$ cat config.mk
export PLATFORM = sky130hd
export DESIGN_NAME = por_rst_seq
export DESIGN_NICKNAME = d
export VERILOG_FILES = /design/src/rtl/por_rst_seq.sv
export SDC_FILE = /design/constraint.sdc
export NUM_CORES = 1
export LEC_CHECK = 0
export BUFFER_PORTS_ARGS = -buffer_cell sky130_fd_sc_hd__buf_2
export CELL_PAD_IN_SITES_DETAIL_PLACEMENT = 0
export CELL_PAD_IN_SITES_GLOBAL_PLACEMENT = 1
export CORE_MARGIN = 8
export CORE_UTILIZATION = 42
export CTS_BUF_LIST = sky130_fd_sc_hd__clkbuf_8
export CTS_CLUSTER_DIAMETER = 50
export DETAILED_ROUTE_END_ITERATION = 7
export PLACE_DENSITY = 0.74
export SLEW_MARGIN = 20
export SYNTH_ARGS = -nofsm -noshare
export SYNTH_HDL_FRONTEND = slang
export SYNTH_SLANG_ARGS = --single-unit
$ cat constraint.sdc
create_clock -name osc_ck -period 1.7 [get_ports osc_ck]
set_input_delay 0.085 -clock osc_ck [delete_from_list [all_inputs] [get_ports osc_ck]]
set_output_delay 0.085 -clock osc_ck [all_outputs]
set_load 0.1 [all_outputs]
$ cat src/rtl/por_rst_seq.sv
// Ordered release of NUM_RST active-low reset domains after POR,
// with a software-reset handshake that reruns the sequence.
module por_rst_seq #(
  parameter int NUM_RST     = 4,
  parameter int DLY_W       = 8,
  parameter int SYNC_STAGES = 2
) (
  input  logic               osc_ck,
  input  logic               porb,
  input  logic [DLY_W-1:0]   dly_cfg,
  input  logic               sw_rst_req,
  output logic               sw_rst_ack,
  output logic [NUM_RST-1:0] rstb_out,
  output logic               seq_done,
  output logic [1:0]         seq_state
);

  localparam int IW = (NUM_RST > 1) ? $clog2(NUM_RST) : 1;
  localparam logic [IW-1:0] LAST = IW'(NUM_RST - 1);

  typedef enum logic [1:0] {
    S_IDLE = 2'b00,
    S_WAIT = 2'b01,
    S_RUN  = 2'b10
  } state_e;

  state_e             state_q, state_d;
  logic [SYNC_STAGES-1:0] sync_q;
  logic [IW-1:0]      idx_q, idx_d;
  logic [DLY_W-1:0]   cnt_q, cnt_d;
  logic [DLY_W-1:0]   dly_q, dly_d;
  logic [NUM_RST-1:0] rstb_q, rstb_d;
  logic               pend_q, pend_d;
  logic               ack_q, ack_d;
  logic               sync_rdy;

  // Release edge of porb is resynchronised; assertion stays asynchronous.
  always_ff @(posedge osc_ck or negedge porb) begin
    if (!porb) sync_q <= '0;
    else       sync_q <= {sync_q[SYNC_STAGES-2:0], 1'b1};
  end

  assign sync_rdy = sync_q[SYNC_STAGES-1];

  always_ff @(posedge osc_ck or negedge porb) begin
    if (!porb) begin
      state_q <= S_IDLE;
      idx_q   <= '0;
      cnt_q   <= '0;
      dly_q   <= '0;
      rstb_q  <= '0;
      pend_q  <= 1'b0;
      ack_q   <= 1'b0;
    end else begin
      state_q <= state_d;
      idx_q   <= idx_d;
      cnt_q   <= cnt_d;
      dly_q   <= dly_d;
      rstb_q  <= rstb_d;
      pend_q  <= pend_d;
      ack_q   <= ack_d;
    end
  end

  always_comb begin
    state_d = state_q;
    idx_d   = idx_q;
    cnt_d   = cnt_q;
    dly_d   = dly_q;
    rstb_d  = rstb_q;
    pend_d  = pend_q;
    ack_d   = ack_q;
    unique case (state_q)
      S_IDLE: begin
        if (sync_rdy) begin
          dly_d   = dly_cfg;
          cnt_d   = dly_cfg;
          idx_d   = '0;
          state_d = S_WAIT;
        end
      end
      S_WAIT: begin
        if (cnt_q != '0) begin
          cnt_d = cnt_q - 1'b1;
        end else begin
          rstb_d[idx_q] = 1'b1;
          if (idx_q == LAST) begin
            state_d = S_RUN;
            if (pend_q) begin
              ack_d  = 1'b1;
              pend_d = 1'b0;
            end
          end else begin
            idx_d = idx_q + 1'b1;
            cnt_d = dly_q;
          end
        end
      end
      S_RUN: begin
        // A held request is not re-armed until ack has been withdrawn.
        if (sw_rst_req && !ack_q) begin
          rstb_d  = '0;
          dly_d   = dly_cfg;
          cnt_d   = dly_cfg;
          idx_d   = '0;
          pend_d  = 1'b1;
          state_d = S_WAIT;
        end else if (!sw_rst_req) begin
          ack_d = 1'b0;
        end
      end
      default: state_d = S_IDLE;
    endcase
  end

  assign rstb_out   = rstb_q;
  assign sw_rst_ack = ack_q;
  assign seq_done   = (state_q == S_RUN);
  assign seq_state  = state_q;

endmodule

### Word level (Yosys, flattened, before mapping)

Index checks and enable logic that the tools add are counted.

* add/subtract/negate cells: 2
* $mul: 0
* div/mod/pow operators: 0
* magnitude comparators: 2
* equality and inequality tests: 12
* shifts and indexed selects: 0
* mux-type cells: 31
* bitwise gates (word level): 1
* reductions and logical operators: 15

Operators by type and width (count)
* 8-bit 2-to-1 mux: 4
* 8-bit one-hot mux with 3 select lines: 1
* 2-bit 2-to-1 mux: 8
* 8-bit one-hot mux with 2 select lines: 1
* 2-bit inequality test (second input constant): 7
* 2-bit one-hot mux with 3 select lines: 2
* 4-bit AND reduction: 3
* 1-bit 2-to-1 mux: 9
* 4-bit 2-to-1 mux: 2
* 4-bit one-hot mux with 2 select lines: 1
* 8-bit nonzero test: 1
* 8-bit by 1-bit subtractor with 8-bit output (second input constant): 1
* 3-bit AND reduction: 2
* 6-bit AND reduction: 1
* 5-bit AND reduction: 1
* 2-bit == test (second input constant): 2
* 4-bit OR: 1
* 1-bit one-hot mux with 2 select lines: 2
* 2-bit nonzero test: 2
* 2-bit by 3-bit < comparator with 1-bit output (second input constant): 1
* 3-bit inequality test (second input constant): 1
* 3-bit nonzero test: 1
* 2-bit by 1-bit adder with 2-bit output (second input constant): 1
* 1-bit demux with 2-bit select: 1
* other kinds (6): 7

* register bits: 28
* bits in latches: 0
* memory bits (writable): 0
* ROM bits: 0
* input port bits: 11
* output and inout bits: 8
* word-level logic and storage cells: 71
* memories: 0

### Longest topological paths before layout

Gate-level depths: netlist of run 1.

* depth after elaboration: 7
* depth in mapped cells: 7
* depth with buffers taken out: 7

### Least setup slack after synthesis of run 1

OpenSTA, ideal clock, no wires.

* kind: flip-flop to flip-flop
* from: register state_q[1], in the netlist seq_state[1]
* to: register cnt_q[5]
* library setup time: 0.122 ns
* arrival: 2.088 ns
* required time: 1.578 ns
* setup slack: -0.509 ns
* cell stages (with the launch flop): 6
* buffers on the path: 1
* period minus slack after synthesis: 2.209 ns
* cells stage by stage: dfrtp_1 -> nand3b_1 -> a21oi_2 -> buf_2 -> o32ai_1 -> a32o_1

* cells in the longest elaborated chain, start to end: 3
* elaborated cells between the ends (all ways): 9
* classes of those cells: eq/ne: 5; mux: 1; reduce/logical: 3

Ends and longest elaborated chain
* from (decl): RTL line 27 `state_e state_q, state_d;`
* from (signal assigned): RTL line 55 `state_q <= state_d;`
* 2-bit by 1-bit == test with 1-bit output, or another cell as far along: RTL line 73 `unique case (state_q)`
* 3-bit inequality test (no line), or another cell as far along
* 4-bit AND reduction (no line)
* to (signal assigned): RTL line 57 `cnt_q <= cnt_d;`
* to (decl): RTL line 30 `logic [DLY_W-1:0] cnt_q, cnt_d;`

Parallel ways exist; a longest one is shown, timed or not.
A chain may end at the register's enable or synchronous reset.

### Worst setup path in the final report of run 1

* from: register cnt_q[1]
* to: register cnt_q[5]

* cells in the longest elaborated chain, start to end: 3
* elaborated cells between the ends (all ways): 6
* classes of those cells: add/sub: 1; eq/ne: 1; mux: 2; reduce/logical: 2

Ends and longest elaborated chain (RTL line)
* 8-bit by 1-bit subtractor with 8-bit output or 8-bit nonzero test (tied branches): 84, 83
* 8-bit 2-to-1 mux or 3-bit inequality test (tied branches)
* 8-bit one-hot mux with 3 select lines or 4-bit AND reduction (tied branches)

Parallel ways exist; a longest one is shown, timed or not.

==> impl_metrics.toml, run 1 <==
[routing]
vias_per_cell = 5.55
ant_nets = 0
drtIter0Drc = 82
dr_total_vias = 1292
remaining_drc_errors = 0
routedWlPerCell_um = 16.1
routed_wl_um = 3750
drtPass1Iterations = 4

[global_route]
grt_use_total_pct = 12.7
antenna_found_initial = 0
first_global_vias = 1350
grt_max_degree = 29
overflow = 0
grt_pass1_wl_um = 6290

[critical_path]
startpoint = "cnt_q[1]"
worstSetupPathType = "reg2reg"
cp-end-kind = "flip-flop"
r2r_start = "cnt_q[1]"
worst_ep_required_time_ps = 1870
cp_max_fo = 7
crit_path_start_kind = "flip-flop"
critical_path_arrival_ps = 1940

[logic_synthesis]
synthCells = 138
synth_ff_type = "dfrtp_1"
ys_warn_count = 0
avgSynthCellArea_um2 = 10.9
yosysMostFrequentCell = "dfrtp_1"
syn_area_um2 = 1510
synth_nets = 154
synth_common_cells = "dfrtp_1, inv_1, a21oi_1"
ys_ff_latch = 28
ys_seq_area_share_pct = 46.5
async_reset_ff_share_pct = 100
ys_types = 45
synth-edff-count = 0
synth_top_area_share_pct = 46.5
ys_top_cells_by_area = "dfrtp_1, mux2_2, ha_1, o2bb2ai_1, a21oi_1"
synth_top_area_cell = "dfrtp_1"

[sta]
fmax_mhz = 566
rsz0062_at_grt = "true"
hold_viol_final = 0
slew_headroom_pct = 58.7
layout_setup_ws_ps = -67.5
tightest_slew_ps = 619
finalCriticalPeriod_ps = 1770
drv_slew = 0
skew_ps = 2.54
setup_viol = 10
finalCritPeriodShare_pct = 104

[power]
power.density_nw_per_um2 = 1800
leakage_uw = 0.000877
power_uw = 3690
peakVddDrop_mv = 0.798

[floorplanning]
core_area_um2 = 3390
placementRows = 21
initial_core_util_pct = 44.5
dieArea_um2 = 5760
die_y_um = 75.9
die_width_um = 75.9
io_pins = 19

[layout]
area_growth_pct = 35.9
layout-drive-gt1-share_pct = 47.6
final_util_pct = 60.4
diodes = 0
fin_nets = 204
stdcell_area_um2 = 2050

[clock_tree]
clockBufferDepth = 2
htreeDepth = 1
root_buffer = "clkbuf_8"
clkTransAtPathRegs_ps = 90
cts.sinks = 28
cts_tree = "done"
numCtsBuffers = 3
insertion_delay_ps = 280

[worst_hold_path]
hp-class = "in2reg"
min_from = "dly_cfg[5]"

[placed_design]
io_buffers = 18
gp_congestion = 0.858
place_area_um2 = 1850
hpwl_um = 2730

[run]
drv_cap = 0

[outcome]
status = "complete, but fails checks"
violations = "negative setup slack"
-- final cells by class --
type,count,area (µm²)
timing repair buffer,50,348
fill,296,1340
clock buffer,3,41.3
inverter,11,41.3
multi-input combinational,94,821
clock inverter,1,30.0
sequential,28,709
tap,46,57.6
-- layer usage --
layer  vias up  GRT usage (%)  share of wire, %
met2        20           21.9                51
met4         0           2.94              0.67
li1        621              -                 -
met5         -              0                 0
met3         2           2.71               3.3
met1       649           15.8                45
-- registers in the layout (all words and copies together) (netlist names) --
signal,flops
dly_q,8
rstb_out,4
idx_q,2
pend_q,1
seq_state,2
cnt_q,8
sync_q,2
sw_rst_ack,1
-- worst max-delay path: stages, from the launching register on --
cell      delay (ps)
dfrtp_1          420
inv_2             90
ha_4             130
or3b_4           400
nor2_4           230
o211ai_2         110
a32o_1           280
-- path summary, 6_finish.rpt --
path,endpoint,slack [ps],cells after the start
setup / recovery,cnt_q[5],-70,6
hold / removal,dly_q[5],50,2
setup reg to reg,cnt_q[5],-70,6
hold reg to reg,sync_q[1],360,0
max in group asynchronous,seq_state[1],890,2
min in group asynchronous,cnt_q[0],350,2
-- cell usage in the layout (no fill, tap or decap), types with 2 or more instances in the layout --
cell type   n
a211oi_1    2
a21oi_1     7
a21oi_2     2
a31oi_1     3
buf_2      18
buf_4      27
buf_6       4
clkbuf_8    3
dfrtp_1    25
dfrtp_4     2
ha_1        4
inv_1       8
inv_2       3
mux2_2      7
nand2b_1    3
nor2_1      5
nor2_4      2
nor2b_1     2
nor3_1      4
nor4_2      2
o21ai_0     2
o21ai_1     3
o22ai_1     7
o2bb2ai_1   6
o32ai_1     2
or3_4       3
or4_4       2
-- cells by family (layout without fill, tap and decap cells) --
kind of cell	count (synthesis)	in the layout	synth area share (%)
compound gates	47	47	22.9
simple gates	34	34	16.3
flops	28	28	46.5
buf+inv	16	65	4.65
mux	7	7	5.23
fa+ha+maj	5	5	4.15
other cells	1	1	0.249
-- metrics by stage --
stage          hold WS [ps]  worst slack [ps]  std cells  setup TNS, ps
2_1_floorplan          -211             -46.3        138           -108
3_3_place_gp            133             -37.9        221           -137
3_5_place_dp            136             -81.3        221           -560
4_1_cts                39.2             -74.6        227           -422
5_1_grt                47.0              -121        233          -1090
6_report               46.6             -67.5        233           -354
-- timing repair --
item	CTS	global route
hold endpoints to repair	28	0
resized for setup	2	18
hold buffers	1	0
pin swaps	2	15
setup endpoints to repair	11	17
buffers inserted	1	6
-- report_power, final --
group / internal [µW] / leakage (µW) / switching, µW
Clock: 315 / 0.0000357 / 208
Sequential: 938 / 0.000326 / 213
Combinational: 917 / 0.000515 / 1100
No activity file was read; power rests on OpenSTA's default activity.
==> inputs of run 2 (changes only) <==
--- a/config.mk
+++ b/config.mk
@@ -8,7 +8,6 @@
 export BUFFER_PORTS_ARGS = -buffer_cell sky130_fd_sc_hd__buf_2
 export CELL_PAD_IN_SITES_DETAIL_PLACEMENT = 0
 export CELL_PAD_IN_SITES_GLOBAL_PLACEMENT = 1
-export CORE_MARGIN = 8
 export CORE_UTILIZATION = 42
 export CTS_BUF_LIST = sky130_fd_sc_hd__clkbuf_8
 export CTS_CLUSTER_DIAMETER = 50
==> impl_metrics.toml, run 2 (synthesis results as in run 1) <==
[routing]
ant_nets = 0
dr_total_vias = 1308
routedWlPerCell_um = 17.0
remaining_drc_errors = 0
routed_wl_um = 4000
drtPass1Iterations = 4
vias_per_cell = 5.57
drtIter0Drc = 52

[placed_design]
io_buffers = 18
dp_cells = 223
pre_cts_ws_ps = -103
gp_congestion = 0.859
hpwl_um = 2820

[sta]
setup_viol = 11
slew_headroom_pct = 58.6
holdWs_ps = 46.9
layout_setup_ws_ps = -130
finalCriticalPeriod_ps = 1830
fmax_mhz = 546
drv_slew = 0
finalCritPeriodShare_pct = 108
finalSetupTns_ps = -689
skew_ps = 2.75
tightest_slew_ps = 621
rsz0062_at_grt = "true"
hold_viol_final = 0

[critical_path]
worst_ep_required_time_ps = 1920
path_cells = "buf_4, or4_4, or3_4, o211ai_2, a32o_1"
worst-path-buf-inv = 1
cp_max_fo = 3
cp-end-kind = "flip-flop"
critPathMaxStageDelay_ps = 550
crit_path_start_kind = "flip-flop"
worstSetupPathType = "reg2reg"
critPathTopFamily = "simple AND/OR/NAND/NOR gates"
critical_path_arrival_ps = 2050
slowest_stage = "or4_4"

[floorplanning]
die_width_um = 61.9
initial_core_util_pct = 44.5
core_area_um2 = 3390
io_pins = 19
placementRows = 21
dieArea_um2 = 3830
die_y_um = 61.9

[global_route]
first_global_vias = 1208
antenna_found_initial = 0
grt_max_degree = 29
overflow = 0
grt_use_met1_pct = 29.5
grt_pass1_wl_um = 5810
grt_use_met2_pct = 35.5
use_met3_pct = 2.48
gr-max-usage-layer = "met2"
grt_use_total_pct = 21.6

[run]
drv_cap = 0

[clock_tree]
numCtsBuffers = 3
root_buffer = "clkbuf_8"
htreeDepth = 1
cts.sinks = 28
insertion_delay_ps = 280
clkTransAtPathRegs_ps = 100
cts_tree = "done"
clockBufferDepth = 2

[layout]
layout_commonest_cell = "buf_4"
final_cell_mix = "buf_4, dfrtp_1, buf_2, inv_1, a21oi_1"
layout.cells.non_filler = 235
area_growth_pct = 40.6
diodes = 0
layout-drive-gt1-share_pct = 49.2
fin_nets = 206

[power]
power_uw = 3800
peakVddDrop_mv = 0.767
leakage_uw = 0.000896
power.density_nw_per_um2 = 1790

[worst_hold_path]
hp-class = "in2reg"

[outcome]
status = "complete, but fails checks"
violations = "negative setup slack"
==> run 2: changes by cell type in the layout (fill, tap and decap cells not counted), moves of 2 or more <==
cell	before	now
nor4_2	2	0
buf_6	4	6
nor3_1	4	1
nor3_2	0	2
nor4_4	1	3
==> run 2: cell type report <==
type	count	area [µm²]
Clock buffer	3	41.3
Sequential cell	28	709
Multi-Input combinational cell	94	870
Inverter	11	41.3
Tap cell	46	57.6
Clock inverter	1	30.0
Fill cell	298	1270
Timing Repair Buffer	52	370
==> run 2: timing repair <==
| action | 4_1_cts | 5_1_grt |
|---|---|---|
| setup endpoints to repair | 11 | 16 |
| hold endpoints to repair | 28 | 0 |
| resized for setup | 6 | 22 |
| buffers inserted | 2 | 5 |
| pin swaps | 2 | 14 |
| hold buffers | 1 | 0 |
==> run 2: worst register-to-register path, cell delays in order (launching register included) <==
cell and delay (ps):
dfrtp_1 420, buf_4 150, or4_4 550, or3_4 350
o211ai_2 130, a32o_1 170
==> run 2: per-layer routing <==
metal / up-vias / wire length [µm]
met3: 7 / 120
li1: 620 / -
met1: 652 / 1800
met5: - / 0
met4: 0 / 73
met2: 29 / 2010
==> run 2: worst paths after layout <==
| kind | start | end | slack [ps] | depth (start not counted) |
|---|---|---|---|---|
| max | cnt_q[0] | cnt_q[5] | -130 | 5 |
| min | dly_cfg[2] | dly_q[2] | 50 | 2 |
| max reg2reg | cnt_q[0] | cnt_q[5] | -130 | 5 |
| min reg2reg | sync_q[0] | sync_q[1] | 370 | 0 |
| max in group asynchronous | porb | seq_state[1] | 900 | 2 |
| min in group asynchronous | porb | dly_q[0] | 340 | 2 |
==> run 2: report_power, final <==
part / total, µW / switching [µW] / internal, µW
clock: 533 / 217 / 316
sequential: 1190 / 252 / 938
combinational: 2070 / 1170 / 905
total: 3800 / 1640 / 2160
==> run 2: through the flow <==
step | utilization, % | area [µm²]
after floorplan | - | 1570
after global placement | 55.1 | 1870
after detailed placement | 55.1 | 1870
after CTS | 58.7 | 1990
after global routing | 62.5 | 2120
final | 62.5 | 2120
==> inputs of run 3 (changes only) <==
--- a/config.mk
+++ b/config.mk
@@ -7,12 +7,13 @@
 export LEC_CHECK = 0
 export BUFFER_PORTS_ARGS = -buffer_cell sky130_fd_sc_hd__buf_2
 export CELL_PAD_IN_SITES_DETAIL_PLACEMENT = 0
-export CELL_PAD_IN_SITES_GLOBAL_PLACEMENT = 1
-export CORE_UTILIZATION = 42
+export CELL_PAD_IN_SITES_GLOBAL_PLACEMENT = 2
+export CORE_UTILIZATION = 35
 export CTS_BUF_LIST = sky130_fd_sc_hd__clkbuf_8
 export CTS_CLUSTER_DIAMETER = 50
 export DETAILED_ROUTE_END_ITERATION = 7
 export PLACE_DENSITY = 0.74
+export SKIP_LAST_GASP = 1
 export SLEW_MARGIN = 20
 export SYNTH_ARGS = -nofsm -noshare
 export SYNTH_HDL_FRONTEND = slang
==> impl_metrics.toml, run 3 (synthesis results as in run 1) <==
[critical_path]
r2r_end = "pend_q"
cp-end-kind = "flip-flop"
r2r_slack_ps = -120
cp_max_fo = 7
worstSetupPathType = "reg2reg"
crit_path_start_kind = "flip-flop"
path_cells = "inv_2, ha_4, or3b_4, nor2_4, buf_4, nand3_4, a21o_1"
worst_ep_required_time_ps = 1870
reg2reg_depth = 7
critPathMaxStageDelay_ps = 430
critical_path_arrival_ps = 1990
slowest_stage = "dfrtp_1"
r2r_start = "cnt_q[0]"

[clock_tree]
htreeDepth = 1
clkTransAtPathRegs_ps = 100
clockBufferDepth = 2
numCtsBuffers = 3
cts.sinks = 28
root_buffer = "clkbuf_8"
insertion_delay_ps = 270
cts_tree = "done"

[routing]
drtPass1Iterations = 4
vias_per_cell = 5.45
drtIter0Drc = 66
ant_nets = 0
routedWlPerCell_um = 17.0
remaining_drc_errors = 0
dr_total_vias = 1308
routed_wl_um = 4080

[power]
leakage_uw = 0.000894
pwr-share-seq_pct = 31.7
power.density_nw_per_um2 = 1730
pwr-share-clk_pct = 10.0
power.internal_uw = 2070
switching_share_pct = 44.2
switchingPower_uw = 1640
p_comb_share_pct = 58.4
peakVddDrop_mv = 0.591

[global_route]
grt_use_met2_pct = 27.5
use_met3_pct = 4.73
gr-max-usage-layer = "met2"
grt_pass1_wl_um = 6110
grt_max_degree = 29
first_global_vias = 1247
antenna_found_initial = 0
overflow = 0
grt_use_met1_pct = 25.9
grt_use_total_pct = 18.4

[floorplanning]
placementRows = 23
io_pins = 19
die_width_um = 67.6
die_y_um = 67.6
core_area_um2 = 4060
initial_core_util_pct = 37.2
dieArea_um2 = 4570

[placed_design]
place_area_um2 = 1870
hpwl_um = 2610
io_buffers = 18
gp_congestion = 0.811
pre_cts_ws_ps = -97.2

[worst_hold_path]
hold_end = "dly_q[5]"
min_from = "dly_cfg[5]"
holdPathStages = 2
hp-class = "in2reg"

[sta]
hold_viol_final = 0
setup_viol = 15
finalCritPeriodShare_pct = 107
tightest_slew_ps = 698
finalSetupTns_ps = -957
fmax_mhz = 550
layout_setup_ws_ps = -119
skew_ps = 2.97
rsz0062_at_grt = "true"
finalCriticalPeriod_ps = 1820
slew_headroom_pct = 53.4
drv_slew = 0

[layout]
fin_nets = 207
final_cell_mix = "buf_4, dfrtp_1, buf_2, inv_1, a21oi_1"
layout_commonest_cell = "buf_4"
layout-drive-gt1-share_pct = 50.5
multiInputGateArea_um2 = 903
stdcell_area_um2 = 2150
regArea_um2 = 709
area_growth_pct = 42.7
final_util_pct = 53.0
fillers = 350
diodes = 0

[outcome]
status = "complete, but fails checks"
violations = "negative setup slack"

[run]
drv_cap = 0
[run 3: power by group through the flow]
stage               clock (µW)  sequential [µW]  combinational [µW]
finish                     371             1180                2170
CTS                        391             1150                1830
global route               417             1210                2310
global placement             0             1150                1770
detailed placement           0             1160                1800
floorplan                    0             1500                 843
[run 3: metrics by stage]
stage | hold WS (ps) | std cells | total power (µW)
global route | 40.9 | 240 | 3940
global placement | 151 | 225 | 2920
CTS | 37.4 | 232 | 3360
floorplan | -211 | 138 | 2340
detailed placement | 154 | 225 | 2950
finish | 47.1 | 240 | 3720
[run 3: how the worst max path moves through the flow]
stage	from	endpoint	slack, ps	cells after the start
after CTS	cnt_q[1]	cnt_q[5]	-70	5
after global placement	cnt_q[1]	cnt_q[0]	-40	6
after global routing	cnt_q[0]	pend_q	-170	7
after detailed placement	cnt_q[1]	cnt_q[1]	-100	8
after floorplan	sw_rst_ack	cnt_q[5]	-50	5
final	cnt_q[0]	pend_q	-120	7
[run 3: what timing repair did]
| action | in CTS | in global routing |
|---|---|---|
| hold buffers | 1 | 0 |
| hold endpoints to repair | 28 | 0 |
| buffers inserted | 2 | 8 |
| setup endpoints to repair | 12 | 17 |
| pin swaps | 2 | 18 |
| resized for setup | 1 | 29 |
[run 3: critical path, delay by kind of cell, from the launching register on]
kind                       cells  cell delay [ps]
adders and majority gates      1              130
DFF                            1              430
AOI/OAI and AO/OA              1              190
buffers and inverters          2              260
and+or+nand+nor                3              720
[run 3: layout make-up]
class,instances,area share (%)
inverters,11,1.92
flip-flops and latches,28,33.0
well taps,50,2.91
repair buffers,53,18.1
clock inverters,1,0.174
clock buffers,3,1.92
multi-input cells,94,42.0
[run 3: metal layers]
metal | up-vias | wire [µm]
met2 | 33 | 1870
met3 | 8 | 170
li1 | 623 | -
met5 | - | 0
met4 | 0 | 80
met1 | 644 | 1950
